--- src/rtl/tsp16_mem_pkg.sv ---
`default_nettype none
// ============================================================================
//  Module      : tsp16_mem_pkg
//  Description : Shared types and default widths for the TSP16 unified
//                memory path (read-owner encoding, address/data widths).
//  Revision    : 1.0 - initial release
// ============================================================================
package tsp16_mem_pkg;

   // Default widths of the unified TSP16 memory
   localparam int C_ADDR_W = 16;
   localparam int C_DATA_W = 16;

   // Owner of the read currently in flight to the memory
   typedef enum logic [1:0] {
      OWN_NONE  = 2'd0,
      OWN_FETCH = 2'd1,
      OWN_EXEC  = 2'd2
   } owner_t;

endpackage : tsp16_mem_pkg
`default_nettype wire

--- src/rtl/mem_arbiter.sv ---
`default_nettype none
// ============================================================================
//  Module      : mem_arbiter
//  Description : Arbitrates the single-ported TSP16 memory between the fetch
//                stage and the execute stage. Execute has priority; a
//                starvation counter forces a fetch grant after MAX_EXEC_RUN
//                consecutive execute wins. Read data returns one cycle after
//                grant to the owner recorded in r_owner_q.
//  Revision    : 1.0 - initial release
// ============================================================================
module mem_arbiter
   import tsp16_mem_pkg::*;
#(
   parameter int ADDR_W       = C_ADDR_W,
   parameter int DATA_W       = C_DATA_W,
   parameter int MAX_EXEC_RUN = 4
) (
   input  logic              clk,
   input  logic              reset,
   // fetch port
   input  logic              fetch_req,
   input  logic [ADDR_W-1:0] fetch_addr,
   input  logic              fetch_flush,
   output logic              fetch_ready,
   output logic              fetch_valid,
   output logic [DATA_W-1:0] fetch_data,
   // execute port
   input  logic              exec_req,
   input  logic              exec_we,
   input  logic [ADDR_W-1:0] exec_addr,
   input  logic [DATA_W-1:0] exec_wdata,
   output logic              exec_ready,
   output logic              exec_valid,
   output logic [DATA_W-1:0] exec_rdata,
   // memory port
   output logic              mem_en,
   output logic              mem_we,
   output logic [ADDR_W-1:0] mem_addr,
   output logic [DATA_W-1:0] mem_wdata,
   input  logic [DATA_W-1:0] mem_rdata,
   output logic              busy
);

   localparam logic [3:0] C_MAX_RUN = 4'(MAX_EXEC_RUN);

   logic       w_run;
   logic       w_starved;
   logic       w_exec_gnt;
   logic       w_fetch_gnt;
   logic [3:0] r_starve_cnt;
   logic [3:0] w_starve_nxt;
   owner_t     r_owner_q;
   owner_t     w_owner_nxt;

   // Reset is active-low; while it is held every grant is suppressed so the
   // combinational outputs read zero immediately, not just after a clock.
   assign w_run       = reset;
   assign w_starved   = (r_starve_cnt == C_MAX_RUN);
   assign w_exec_gnt  = w_run & exec_req & ~(fetch_req & w_starved);
   assign w_fetch_gnt = w_run & fetch_req & ~w_exec_gnt;

   // Grant outputs and memory command mux; idle cycles drive zeros
   always_comb begin
      fetch_ready = w_fetch_gnt;
      exec_ready  = w_exec_gnt;
      mem_en      = 1'b0;
      mem_we      = 1'b0;
      mem_addr    = '0;
      mem_wdata   = '0;
      if (w_exec_gnt) begin
         mem_en    = 1'b1;
         mem_we    = exec_we;
         mem_addr  = exec_addr;
         mem_wdata = exec_wdata;
      end else if (w_fetch_gnt) begin
         mem_en    = 1'b1;
         mem_addr  = fetch_addr;
      end
   end

   // Next value of the starvation counter: counts execute wins that made a
   // waiting fetch lose, saturating at the limit that flips priority.
   always_comb begin
      w_starve_nxt = r_starve_cnt;
      if (!fetch_req || w_fetch_gnt) begin
         w_starve_nxt = 4'd0;
      end else if (w_exec_gnt && (r_starve_cnt < C_MAX_RUN)) begin
         w_starve_nxt = r_starve_cnt + 4'd1;
      end
   end

   // Next owner of the read in flight; stores and idle cycles leave no owner
   always_comb begin
      w_owner_nxt = OWN_NONE;
      if (w_fetch_gnt) begin
         w_owner_nxt = OWN_FETCH;
      end else if (w_exec_gnt && !exec_we) begin
         w_owner_nxt = OWN_EXEC;
      end
   end

   // State registers; reset drops any read in flight
   always_ff @(posedge clk or negedge reset) begin
      if (!reset) begin
         r_starve_cnt <= 4'd0;
         r_owner_q    <= OWN_NONE;
      end else begin
         r_starve_cnt <= w_starve_nxt;
         r_owner_q    <= w_owner_nxt;
      end
   end

   // Read return routing; a flush kills a fetch return in the same cycle
   always_comb begin
      fetch_valid = (r_owner_q == OWN_FETCH) && !fetch_flush;
      exec_valid  = (r_owner_q == OWN_EXEC);
      fetch_data  = fetch_valid ? mem_rdata : '0;
      exec_rdata  = exec_valid  ? mem_rdata : '0;
      busy        = (r_owner_q != OWN_NONE);
   end

endmodule : mem_arbiter
`default_nettype wire

--- config.mk ---
export PLATFORM = sky130hd
export DESIGN_NAME = mem_arbiter
export DESIGN_NICKNAME = d
export VERILOG_FILES = /design/src/rtl/tsp16_mem_pkg.sv /design/src/rtl/mem_arbiter.sv
export SDC_FILE = /design/constraint.sdc
export NUM_CORES = 1
export LEC_CHECK = 0
export ABC_AREA = 1
export BUFFER_PORTS_ARGS = -buffer_cell sky130_fd_sc_hd__buf_2
export CAP_MARGIN = 25
export CELL_PAD_IN_SITES_DETAIL_PLACEMENT = 0
export CELL_PAD_IN_SITES_GLOBAL_PLACEMENT = 2
export CORE_MARGIN = 3
export CORE_UTILIZATION = 11
export DETAILED_ROUTE_END_ITERATION = 12
export GPL_TIMING_DRIVEN = 0
export HOLD_SLACK_MARGIN = 0.12
export PLACE_DENSITY_LB_ADDON = 0.08
export SYNTH_ARGS = -nofsm -noshare
export SYNTH_HDL_FRONTEND = slang
export SYNTH_SLANG_ARGS = --single-unit
--- constraint.sdc ---
create_clock -name clk -period 4 [get_ports clk]
set_clock_uncertainty 0.2 [all_clocks]
set_input_delay 0.8 -clock clk [delete_from_list [all_inputs] [get_ports clk]]
set_output_delay 0.8 -clock clk [all_outputs]
set_load 0.02 [all_outputs]
== After elaboration in Yosys (flattened, before gate mapping) ==
Cells that the tools add are included.

* Order comparisons: 1
* Mux-type cells: 12
* Reductions and logical operators: 9
* Shifts and indexed selects: 0
* Eq/ne operators: 3
* $mul: 0
* Add/sub/neg operators: 1
* Div/mod/pow operators: 0
* Bitwise gates (word level): 7

{| class="wikitable"
|+ Operators with widths
! operator !! count
|-
| $mux 16 || 5
|-
| $mux 4 || 2
|-
| $and 1x1->1 || 5
|-
| $add 4x1->4 const B || 1
|-
| $eq 4x3->1 const B || 1
|-
| $lt 4x3->1 const B || 1
|-
| $mux 2 || 2
|-
| $reduce_bool 2->1 || 2
|-
| $logic_and 1x1->1 || 3
|-
| $logic_not 1->1 || 3
|-
| $mux 1 || 3
|-
| $eq 2x1->1 const B || 1
|-
| $eq 2x2->1 const B || 1
|-
| $not 1->1 || 2
|-
| $logic_or 1x1->1 || 1
|}

* RAM bits: 0
* Bits in latches: 0
* Memories: 0
* Register bits: 6
* Memory bits (read-only): 0
* Logic and storage cells: 35

== Logic depth before layout (Yosys ltp) ==
Gate-level depths: netlist of the first run.

* Word-level depth: 8
* Mapped depth: 10
* Depth with buffers taken out: 9

== Worst setup path before layout of the first run ==
OpenSTA, ideal clock, no wires.

* Path type: input to output
* Start point: input fetch_flush
* End point: output fetch_data[10]
* Buffers on the path: 1
* Arrival time: 1.815 ns
* Data required time: 3.000 ns
* Path slack: 1.185 ns
* Stages: 4
* Cells stage by stage: nor3_2 > inv_1 > buf_2 > nor2_1

* Cells in the longest elaborated chain, start to end: 3

{| class="wikitable"
|+ RTL lines
! item !! line !! source
|-
| start: declaration || mem_arbiter.sv:23 || <nowiki>input logic fetch_flush,</nowiki>
|-
| $logic_not 1->1 || mem_arbiter.sv:115 || <nowiki>fetch_valid = (r_owner_q == OWN_FETCH) && !fetch_flush;</nowiki>
|-
| $logic_and 1x1->1 || mem_arbiter.sv:115 ||
|-
| $mux 16 || mem_arbiter.sv:117 || <nowiki>fetch_data = fetch_valid ? mem_rdata : '0;</nowiki>
|-
| end: declaration || mem_arbiter.sv:26 || <nowiki>output logic [DATA_W-1:0] fetch_data,</nowiki>
|}

No other way between the ends.

== Worst setup path in the final report of the first run ==
* Start point: input reset
* End point: output mem_addr[0]

* Cells in the longest elaborated chain, start to end: 6
* Elaborated cells between the ends (all ways): 7

{| class="wikitable"
|+ RTL lines
! item !! line !! source
|-
| start: declaration || mem_arbiter.sv:19 || <nowiki>input logic reset,</nowiki>
|-
| $and 1x1->1 (2 in series) || mem_arbiter.sv:59 || <nowiki>assign w_exec_gnt = w_run & exec_req & ~(fetch_req & w_starved);</nowiki>
|-
| $not 1->1 || mem_arbiter.sv:60 || <nowiki>assign w_fetch_gnt = w_run & fetch_req & ~w_exec_gnt;</nowiki>
|-
| $and 1x1->1 || mem_arbiter.sv:60 ||
|-
| $mux 16 || mem_arbiter.sv:75 || <nowiki>end else if (w_fetch_gnt) begin</nowiki>
|-
| $mux 16 (*) || mem_arbiter.sv:70 || <nowiki>if (w_exec_gnt) begin</nowiki>
|-
| end: declaration || mem_arbiter.sv:38 || <nowiki>output logic [ADDR_W-1:0] mem_addr,</nowiki>
|}

Every way passes the cells marked *; elsewhere a longest branch is shown, timed or not.

==> qor.yml, run 1 <==
startpoint_type: "input pin"
die_h_um: 98.5
die_w_um: 98.5
nFillCells: 1004
cts_buffer_depth: 2
hpwl_mm: 3.51
yosysSeqAreaShare: 0.160
insertion_delay_ns: 0.22
dr.max_layer_used: "met4"
drv_slew: 0
drt-total-wl_mm: 4.08
io_pins: 141
vdd_ir_drop_max_mv: 0.0736
synth_area_um2: 941
grt_pass1_wl_mm: 6.47
grt_use_total: 0.0782
htreeDepth: 1
nets: 402
antenna_found_initial: 0
dr.pass1.iters: 4
post-cts-setup-buffers: 0
synthCells: 185
drive_gt1_frac: 0.488
worstSetupEndpointType: "output pin"
n_antenna_cell: 0
syn_nets: 257
finalHoldViolCount: 0
vias: 1508
outcome: "completed"
ys_ff_latch: 6
yosys_warnings: 0
cts_root_buf: "clkbuf_8"
rows: 33
cts_tree: "yes"
tns_ns: 0
power_uw: 311
cp.arrival_ns: 1.85
area_delta_synth_final_pct: 92.8
leakagePower_nw: 1.32
coreArea_mm2: 0.00826
cap_violations: 0
wl_met1_mm: 1.54
dr.first_iter.drc_count: 18
grt_remaining_overflow: 0
finalSetupViolCount: 0
grt_pass1_vias: 1459
p_per_area_mw_per_mm2: 171
hold_path.class: "input pin to async pin"
final_cell_mix: "buf_2 (143), nor2_1 (57), inv_1 (44)"
rsz0062_at_grt: "no"
synth_area_per_cell_um2: 5.09
cts_resized: 0
routedWlPerCell_um: 9.43
hold_ws_ns: 0.228
worst_slew_pin_slew_ns: 0.224
dr_wl_met3_um: 408
required_ns: 3.00
cp_max_fo: 10
drc_errors: 0
numCtsBuffers: 3
crit_type: "input pin to output pin"
floorplan.initialDensity: 0.114
fin_crit_ns: 2.85
relSlewSlack: 0.850
clk_pin_slew_ns: 0.04
gp_routability_congestion: 0.730
ant_nets: 0
wl_met2_mm: 2.08
dieArea_mm2: 0.00970
vias_per_cell: 3.48
port_buffers: 140
grt_max_degree: 11
postCtsHoldBufs: 0
fin_crit_sh: 0.712
cts_sinks: 6
synth_cell_types: 19
fmax_mhz: 351
layout_commonest_cell: "buf_2"
metal layers:
| layer | vias to the layer above | track usage |
|---|---|---|
| met1 | 620 | 0.0848 |
| met2 | 74 | 0.150 |
| met3 | 4 | 0.0205 |
| met4 | 0 | 0.0189 |
| met5 | - | 0 |
| li1 | 810 | - |
worst paths after layout:
path                                             start                           to  slack [ns]  cells after the start
setup reg to reg           r_starve_cnt[0]$_DFFE_PN0P_  r_starve_cnt[2]$_DFFE_PN0P_        2.42                      9
min in group clk           r_starve_cnt[2]$_DFFE_PN0P_  r_starve_cnt[2]$_DFFE_PN0P_        0.29                      2
hold reg to reg            r_starve_cnt[2]$_DFFE_PN0P_  r_starve_cnt[2]$_DFFE_PN0P_        0.29                      2
max in group asynchronous                        reset  r_starve_cnt[3]$_DFFE_PN0P_        3.19                      1
setup / recovery                                 reset                  mem_addr[0]        1.15                      7
hold / removal                                   reset  r_starve_cnt[0]$_DFFE_PN0P_        0.23                      1
cells in the mapped netlist:
cell	instances	area (um^2)
buf_2	3	15.0
nand2_4	1	11.3
nor2_1	57	214
nand3_1	18	90.1
buf_12	1	20.0
clkinv_1	2	7.51
a21oi_1	1	5.00
dfrtp_1	6	150
nor3_1	1	5.00
nor2_2	1	6.26
inv_6	1	8.76
buf_4	1	7.51
nor3_2	1	10.0
ha_1	2	25.0
o21ai_0	1	5.00
inv_1	44	165
buf_6	2	22.5
nand2_2	6	37.5
nand2_1	36	135
sequential cells by signal, summed over array words and instances, names as in the netlist:
name and flops:
r_owner_q 2, r_starve_cnt 4
power breakdown:
part	total, mW	switching, mW	internal [mW]
registers	0.0642	0.00133	0.0629
clock network	0.0888	0.0243	0.0645
logic	0.158	0.0951	0.0629
stage by stage:
| stage | area (um^2) | utilization | worst slack [ns] | std cells |
|---|---|---|---|---|
| 3_5_place_dp | 1770 | 0.215 | 1.11 | 430 |
| 4_1_cts | 1810 | 0.220 | 1.10 | 433 |
| 2_1_floorplan | 941 | - | 1.19 | 185 |
| 6_report | 1810 | 0.220 | 1.15 | 433 |
| 3_3_place_gp | 1770 | 0.215 | 1.08 | 430 |
| 5_1_grt | 1810 | 0.220 | 1.02 | 433 |
logic make-up after synthesis:
group / share of synthesized area
flops: 0.160
compound gates: 0.0106
buf+inv: 0.262
fa+ha+maj: 0.0266
simple gates: 0.541
final cells by class:
class | instances | area, um^2 | share of cell area
Buffer | 7 | 65.1 | 0.0359
Clock buffer | 3 | 41.3 | 0.0228
Inverter | 47 | 181 | 0.100
Multi-Input combinational cell | 125 | 544 | 0.300
Sequential cell | 6 | 150 | 0.0828
Tap cell | 105 | 131 | 0.0724
Timing Repair Buffer | 140 | 701 | 0.386
critical path, cell delays in order:
cell      delay (ns)
buf_2           0.17
nand2_1         0.10
clkinv_1        0.21
buf_2           0.26
nand3_1         0.10
nand2_1         0.05
buf_2           0.15
(Power assumes the default switching activity.)
==> run 2: changes to the inputs <==
Settings changed: CORE_UTILIZATION 11 to 10.
Clock period 4 ns to 2.3 ns, I/O delays scaled along.
==> qor.yml, run 2 (synthesis gave the netlist of run 1 again) <==
dp_slack_ns: 0.0507  # was 1.11 ns
die_w_um: 103  # was 98.5 um
htreeDepth: 1  # unchanged
required_ns: 1.64  # was 3.00 ns
drive_gt1_frac: 0.521  # was 0.488
antenna_found_initial: 0  # unchanged
grt_pass1_vias: 1375  # was 1,459
worstSetupEndpointType: "output pin"  # unchanged
crit_chain: "inv_2 -> ha_4 -> nand2_1 -> inv_2 -> nand2_4 -> nand2_8 -> clkinv_8 -> clkbuf_16 -> nand2_2 -> nand2_1 -> buf_4"  # was buf_2 -> nand2_1 -> clkinv_1 -> buf_2 -> nand3_1 -> nand2_1 -> buf_2
dieArea_mm2: 0.0106  # was 0.00970 mm^2
port_buffers: 140  # unchanged
nets: 412  # was 402
final_cell_mix: "buf_2 (128), nor2_1 (57), inv_1 (42)"  # was buf_2 (143), nor2_1 (57), inv_1 (44)
critPathSlowestCell: "dfrtp_1"  # was buf_2
coreArea_mm2: 0.00893  # was 0.00826 mm^2
cp_max_fo: 6  # was 10
outcome: "completed"  # unchanged
drt-total-wl_mm: 4.89  # was 4.08 mm
dr.first_iter.drc_count: 20  # was 18
cap_violations: 0  # unchanged
use_met1: 0.0889  # was 0.0848
p_per_area_mw_per_mm2: 288  # was 171 mW/mm^2
grt_remaining_overflow: 0  # unchanged
worst_slew_pin_slew_ns: 0.286  # was 0.224 ns
cts_sinks: 6  # unchanged
min_from: "exec_we"
area_delta_synth_final_pct: 114  # was 92.8%
layout_commonest_cell: "buf_2"  # unchanged
fmax_mhz: 446
leakagePower_nw: 1.41  # was 1.32 nW
finalHoldViolCount: 0  # unchanged
io_pins: 141  # unchanged
groute.layer.met2.usage: 0.145  # was 0.150
fin_crit_sh: 0.975
crit_family: "buffers and inverters"  # unchanged
insertion_delay_ns: 0.22  # about the same
cp-startpoint: "r_starve_cnt[1]$_DFFE_PN0P_"  # was reset
critPathBufInv: 5  # was 4
slowest_delay_ns: 0.38  # was 0.26 ns
fin_ws_ns: 0.0566  # was 1.15 ns
worstReg2RegStart: "r_starve_cnt[1]$_DFFE_PN0P_"  # was r_starve_cnt[0]$_DFFE_PN0P_
clk_pin_slew_ns: 0.04  # about the same
n_antenna_cell: 0  # unchanged
cp.arrival_ns: 1.58  # was 1.85 ns
grt_pass1_wl_mm: 6.51  # was 6.47 mm
vias: 1550  # was 1,508
top_usage_layer: "met2"  # unchanged
crit_type: "flip-flop to output pin"  # was input pin to output pin
ant_nets: 0  # unchanged
top_regs: "r_starve_cnt: 4 flops, r_owner_q: 2 flops"  # unchanged
routedWlPerCell_um: 11.0  # was 9.43 um
floorplan.initialDensity: 0.105  # was 0.114
gp_routability_congestion: 0.655  # was 0.730
cts_tree: "yes"  # unchanged
numCtsBuffers: 3  # unchanged
hold_path.class: "input pin to flip-flop"  # was input pin to async pin
hpwl_mm: 3.94  # was 3.51 mm
vdd_ir_drop_max_mv: 0.119  # was 0.0736 mV
die_h_um: 103  # was 98.5 um
relSlewSlack: 0.808  # was 0.850
rows: 34  # was 33
tns_ns: 0  # unchanged
vias_per_cell: 3.48  # about the same
grt_max_degree: 11  # unchanged
grt_use_met3: 0.0122  # was 0.0205
cts_root_buf: "clkbuf_8"  # unchanged
dr.pass1.iters: 4  # unchanged
finalSetupViolCount: 0  # unchanged
drc_errors: 0  # unchanged
fin_crit_ns: 2.24
largest_reg_flops: 4  # unchanged
grt_use_total: 0.0763  # was 0.0782
cts_buffer_depth: 2  # unchanged
largest_register: "r_starve_cnt"  # unchanged
drv_slew: 0  # unchanged
startpoint_type: "flip-flop"  # was input pin
[run 2: final cells by class]
type	count	area [um^2]
Tap cell	108	135
Clock buffer	3	41.3
Timing Repair Buffer	149	848
Multi-Input combinational cell	126	589
Fill cell	1071	6920
Buffer	7	65.1
Sequential cell	6	150
Inverter	47	189
[run 2: worst paths after layout]
kind                                                     to  slack, ns  cells after the start
worst max-delay path                            mem_addr[5]       0.06                     11
worst min-delay path                 r_owner_q[1]$_DFF_PN0_       0.22                      2
worst max register to register  r_starve_cnt[2]$_DFFE_PN0P_       0.70                     10
worst min register to register  r_starve_cnt[2]$_DFFE_PN0P_       0.31                      2
max in group asynchronous            r_owner_q[1]$_DFF_PN0_       1.18                      2
min in group asynchronous       r_starve_cnt[2]$_DFFE_PN0P_       0.49                      2
[run 2: metrics by stage]
step	hold slack (ns)	std cells	util	total power, mW	area (um^2)
2_1_floorplan	-0.0356	185	-	0.266	941
3_5_place_dp	0.121	433	0.199	0.395	1780
4_1_cts	0.216	441	0.211	0.568	1890
6_report	0.219	446	0.226	0.581	2020
3_3_place_gp	0.122	433	0.199	0.401	1780
5_1_grt	0.231	446	0.226	0.622	2020
[run 2: routing by layer]
layer	up-vias	wire length [um]
li1	835	-
met1	635	1980
met2	78	2490
met3	2	407
met4	0	19
met5	-	0
[run 2: repair_timing]
action / CTS / global route
cloned: 0 / 2
hold buffers: 1 / 0
gates resized for setup: 10 / 23
buffers inserted: 4 / 3
endpoints found under the hold margin: 6 / 0
endpoints found under the setup margin: 11 / 33
pin swaps: 1 / 7
[run 2: power by group]
| part | internal, mW | switching [mW] |
|---|---|---|
| Sequential | 0.109 | 0.00186 |
| Combinational | 0.137 | 0.179 |
| Clock | 0.112 | 0.0424 |
| Total | 0.358 | 0.223 |
==> run 3: changes to the inputs <==
Settings changed: ABC_AREA 1 to 0, SLEW_MARGIN set to 30.
==> qor.yml, run 3 <==
outcome: "complete, but fails checks"  # was completed
violations: "setup timing"
tns_ns: -4.87  # was 0 ns
synthCells: 106  # was 185
n_antenna_cell: 0  # unchanged
vias: 1361  # was 1,550
synth_area_um2: 855  # was 941 um^2
fin_crit_ns: 2.49  # was 2.24 ns
final_area_mm2: 0.00219  # was 0.00202 mm^2
largest_reg_flops: 4  # unchanged
die_h_um: 98.4  # was 103 um
ys_ff_latch: 6  # unchanged
yosys_warnings: 0  # unchanged
nets: 334  # was 412
gp_routability_congestion: 0.682  # was 0.655
cp-startpoint: "r_starve_cnt[0]$_DFFE_PN0P_"  # was r_starve_cnt[1]$_DFFE_PN0P_
dieArea_mm2: 0.00969  # was 0.0106 mm^2
cts_buffer_depth: 2  # unchanged
cts_sinks: 6  # unchanged
fin_ws_ns: -0.193  # was 0.0566 ns
drt-total-wl_mm: 4.22  # was 4.89 mm
layout_commonest_cell: "buf_2"  # unchanged
drive_gt1_frac: 0.731  # was 0.521
grt_use_total: 0.0828  # was 0.0763
hold_path.class: "input pin to flip-flop"  # unchanged
dr.pass1.iters: 4  # unchanged
grt_max_degree: 12  # was 11
io_pins: 141  # unchanged
htreeDepth: 1  # unchanged
synth_area_per_cell_um2: 8.06  # was 5.09 um^2
p_per_area_mw_per_mm2: 275  # was 288 mW/mm^2
required_ns: 1.64  # about the same
fin_crit_sh: 1.08  # was 0.975
vdd_ir_drop_max_mv: 0.114  # was 0.119 mV
async_reset_ff_frac: 1.00  # unchanged
grt_pass1_vias: 1378  # was 1,375
use_met1: 0.0842  # was 0.0889
vias_per_cell: 3.73  # was 3.48
synth_top_cell_by_area: "and2_1"  # was nor2_1
reg2regPathDepth: 8  # was 10
numCtsBuffers: 3  # unchanged
grt_use_met3: 0.0219  # was 0.0122
cp.arrival_ns: 1.83  # was 1.58 ns
cap_violations: 0  # unchanged
clk_pin_slew_ns: 0.04  # about the same
synth_cell_types: 25  # was 19
reg2reg_to: "r_owner_q[1]$_DFF_PN0_"  # was r_starve_cnt[2]$_DFFE_PN0P_
dpl_cell_area_mm2: 0.00169  # was 0.00178 mm^2
insertion_delay_ns: 0.23  # was 0.22 ns
crit_type: "flip-flop to output pin"  # unchanged
coreArea_mm2: 0.00826  # was 0.00893 mm^2
relSlewSlack: 0.798  # was 0.808
cts_tree: "yes"  # unchanged
fmax_mhz: 401  # was 446 MHz
utilization: 0.265  # was 0.226
finalHoldViolCount: 0  # unchanged
antenna_found_initial: 0  # unchanged
largest_register: "r_starve_cnt"  # unchanged
grt_pass1_wl_mm: 6.59  # was 6.51 mm
top_regs: "r_starve_cnt: 4 flops, r_owner_q: 2 flops"  # unchanged
area_delta_synth_final_pct: 156  # was 114%
yosysMostFrequentCell: "and2_1"  # was nor2_1
synth.top_cell.area_share: 0.359  # was 0.227
finalSetupViolCount: 34  # was 0
synth_edf_count: 0  # unchanged
reg2reg_slack_ns: 0.50  # was 0.70 ns
drc_errors: 0  # unchanged
top_usage_layer: "met2"  # unchanged
worstSetupEndpointType: "output pin"  # unchanged
leakagePower_nw: 1.22  # was 1.41 nW
floorplan.initialDensity: 0.103  # was 0.105
groute.layer.met2.usage: 0.161  # was 0.145
dr.first_iter.drc_count: 20  # unchanged
die_w_um: 98.4  # was 103 um
startpoint_type: "flip-flop"  # unchanged
final_cell_mix: "buf_2 (105), buf_6 (43), and2_1 (32)"  # was buf_2 (128), nor2_1 (57), inv_1 (42)
yosysSeqAreaShare: 0.176  # was 0.160
drv_slew: 0  # unchanged
rsz0062_at_grt: "yes"
worstSetupEndpoint: "mem_addr[3]"  # was mem_addr[5]
grt_remaining_overflow: 0  # unchanged
cts_root_buf: "clkbuf_8"  # unchanged
rows: 33  # was 34
cp_max_fo: 5  # was 6
worstReg2RegStart: "r_starve_cnt[0]$_DFFE_PN0P_"  # was r_starve_cnt[1]$_DFFE_PN0P_
ant_nets: 0  # unchanged
worst_slew_pin_slew_ns: 0.302  # was 0.286 ns
hpwl_mm: 3.30  # was 3.94 mm
nFillCells: 918  # was 1,071
synth_ff_type: "dfrtp_1"  # unchanged
ys_top_cells_by_area: "and2_1 (36%), dfrtp_1 (18%), a22o_1 (14%), buf_6 (4.0%), ha_1 (2.9%)"  # was nor2_1 (23%), inv_1 (18%), dfrtp_1 (16%), nand2_1 (14%), nand3_1 (9.6%)
syn_nets: 178  # was 257
port_buffers: 140  # unchanged
routedWlPerCell_um: 11.6  # was 11.0 um
whs_path_depth: 2  # unchanged
synth_common_cells: "and2_1 (49), a22o_1 (14), dfrtp_1 (6), inv_1 (6), buf_6 (3)"  # was nor2_1 (57), inv_1 (44), nand2_1 (36)
==> run 3: worst min-delay path by stage <==
stage	to	slack (ns)	from
finish	r_owner_q[1]$_DFF_PN0_	0.34	exec_we
global route	r_owner_q[1]$_DFF_PN0_	0.34	exec_we
CTS	r_owner_q[1]$_DFF_PN0_	0.34	exec_we
detailed placement	r_starve_cnt[1]$_DFFE_PN0P_	0.12	reset
global placement	r_starve_cnt[1]$_DFFE_PN0P_	0.13	reset
floorplan	r_owner_q[0]$_DFF_PN0_	-0.04	reset
==> run 3: cell families (layout without fill, tap and decap cells) <==
kind of cell	Yosys count	in the layout	share of synthesized area
AND/OR/NAND/NOR	61	61	0.461
adder cells (fa/ha/maj)	2	2	0.0293
XOR/XNOR	1	1	0.0103
flip-flops	6	6	0.176
AO/OA/AOI/OAI	23	23	0.237
buffers and inverters	13	167	0.0864
==> run 3: metal layers <==
metal	up-vias	wire, um
met1	586	1470
met4	0	60
li1	668	-
met3	5	480
met2	102	2210
met5	-	0
==> run 3: power by group <==
group	switching [mW]	leakage, nW	internal (mW)	total [mW]
Combinational	0.149	1.12	0.179	0.328
Sequential	0.00258	0.0822	0.109	0.112
Clock	0.0487	0.0216	0.113	0.161
Total	0.200	1.22	0.401	0.602
==> run 3: layout make-up <==
type,instances,area [um^2],share of cell area
Timing Repair Buffer,152,1050,0.482
Buffer,6,65.1,0.0297
Inverter,6,22.5,0.0103
Sequential cell,6,150,0.0686
Clock buffer,3,41.3,0.0189
Tap cell,105,131,0.0601
Multi-Input combinational cell,87,722,0.330
==> run 3: what timing repair did <==
action / in CTS / in global routing
endpoints found under the setup margin: 54 / 53
endpoints found under the hold margin: 6 / 0
resized for setup: 102 / 13
hold buffers: 1 / 0
pin swaps: 30 / 7
buffers inserted: 6 / 2
cloned: 3 / 0
==> run 3: metrics by stage <==
stage                     setup slack [ns]  instances  hold slack, ns  power, mW
final                               -0.193        365           0.345      0.602
after global placement              -0.384        351           0.130      0.358
after detailed placement            -0.263        351           0.124      0.354
after global routing                -0.306        365           0.343      0.644
after CTS                           -0.177        363           0.338      0.602
after floorplan                     0.0284        106         -0.0356      0.238
==> run 3: critical path, stage by stage (launching register included) <==
cell	delay (ns)
dfrtp_1	0.35
inv_2	0.06
ha_4	0.15
and3b_4	0.20
a211oi_4	0.25
buf_6	0.18
buf_8	0.12
a22o_1	0.16
buf_6	0.12
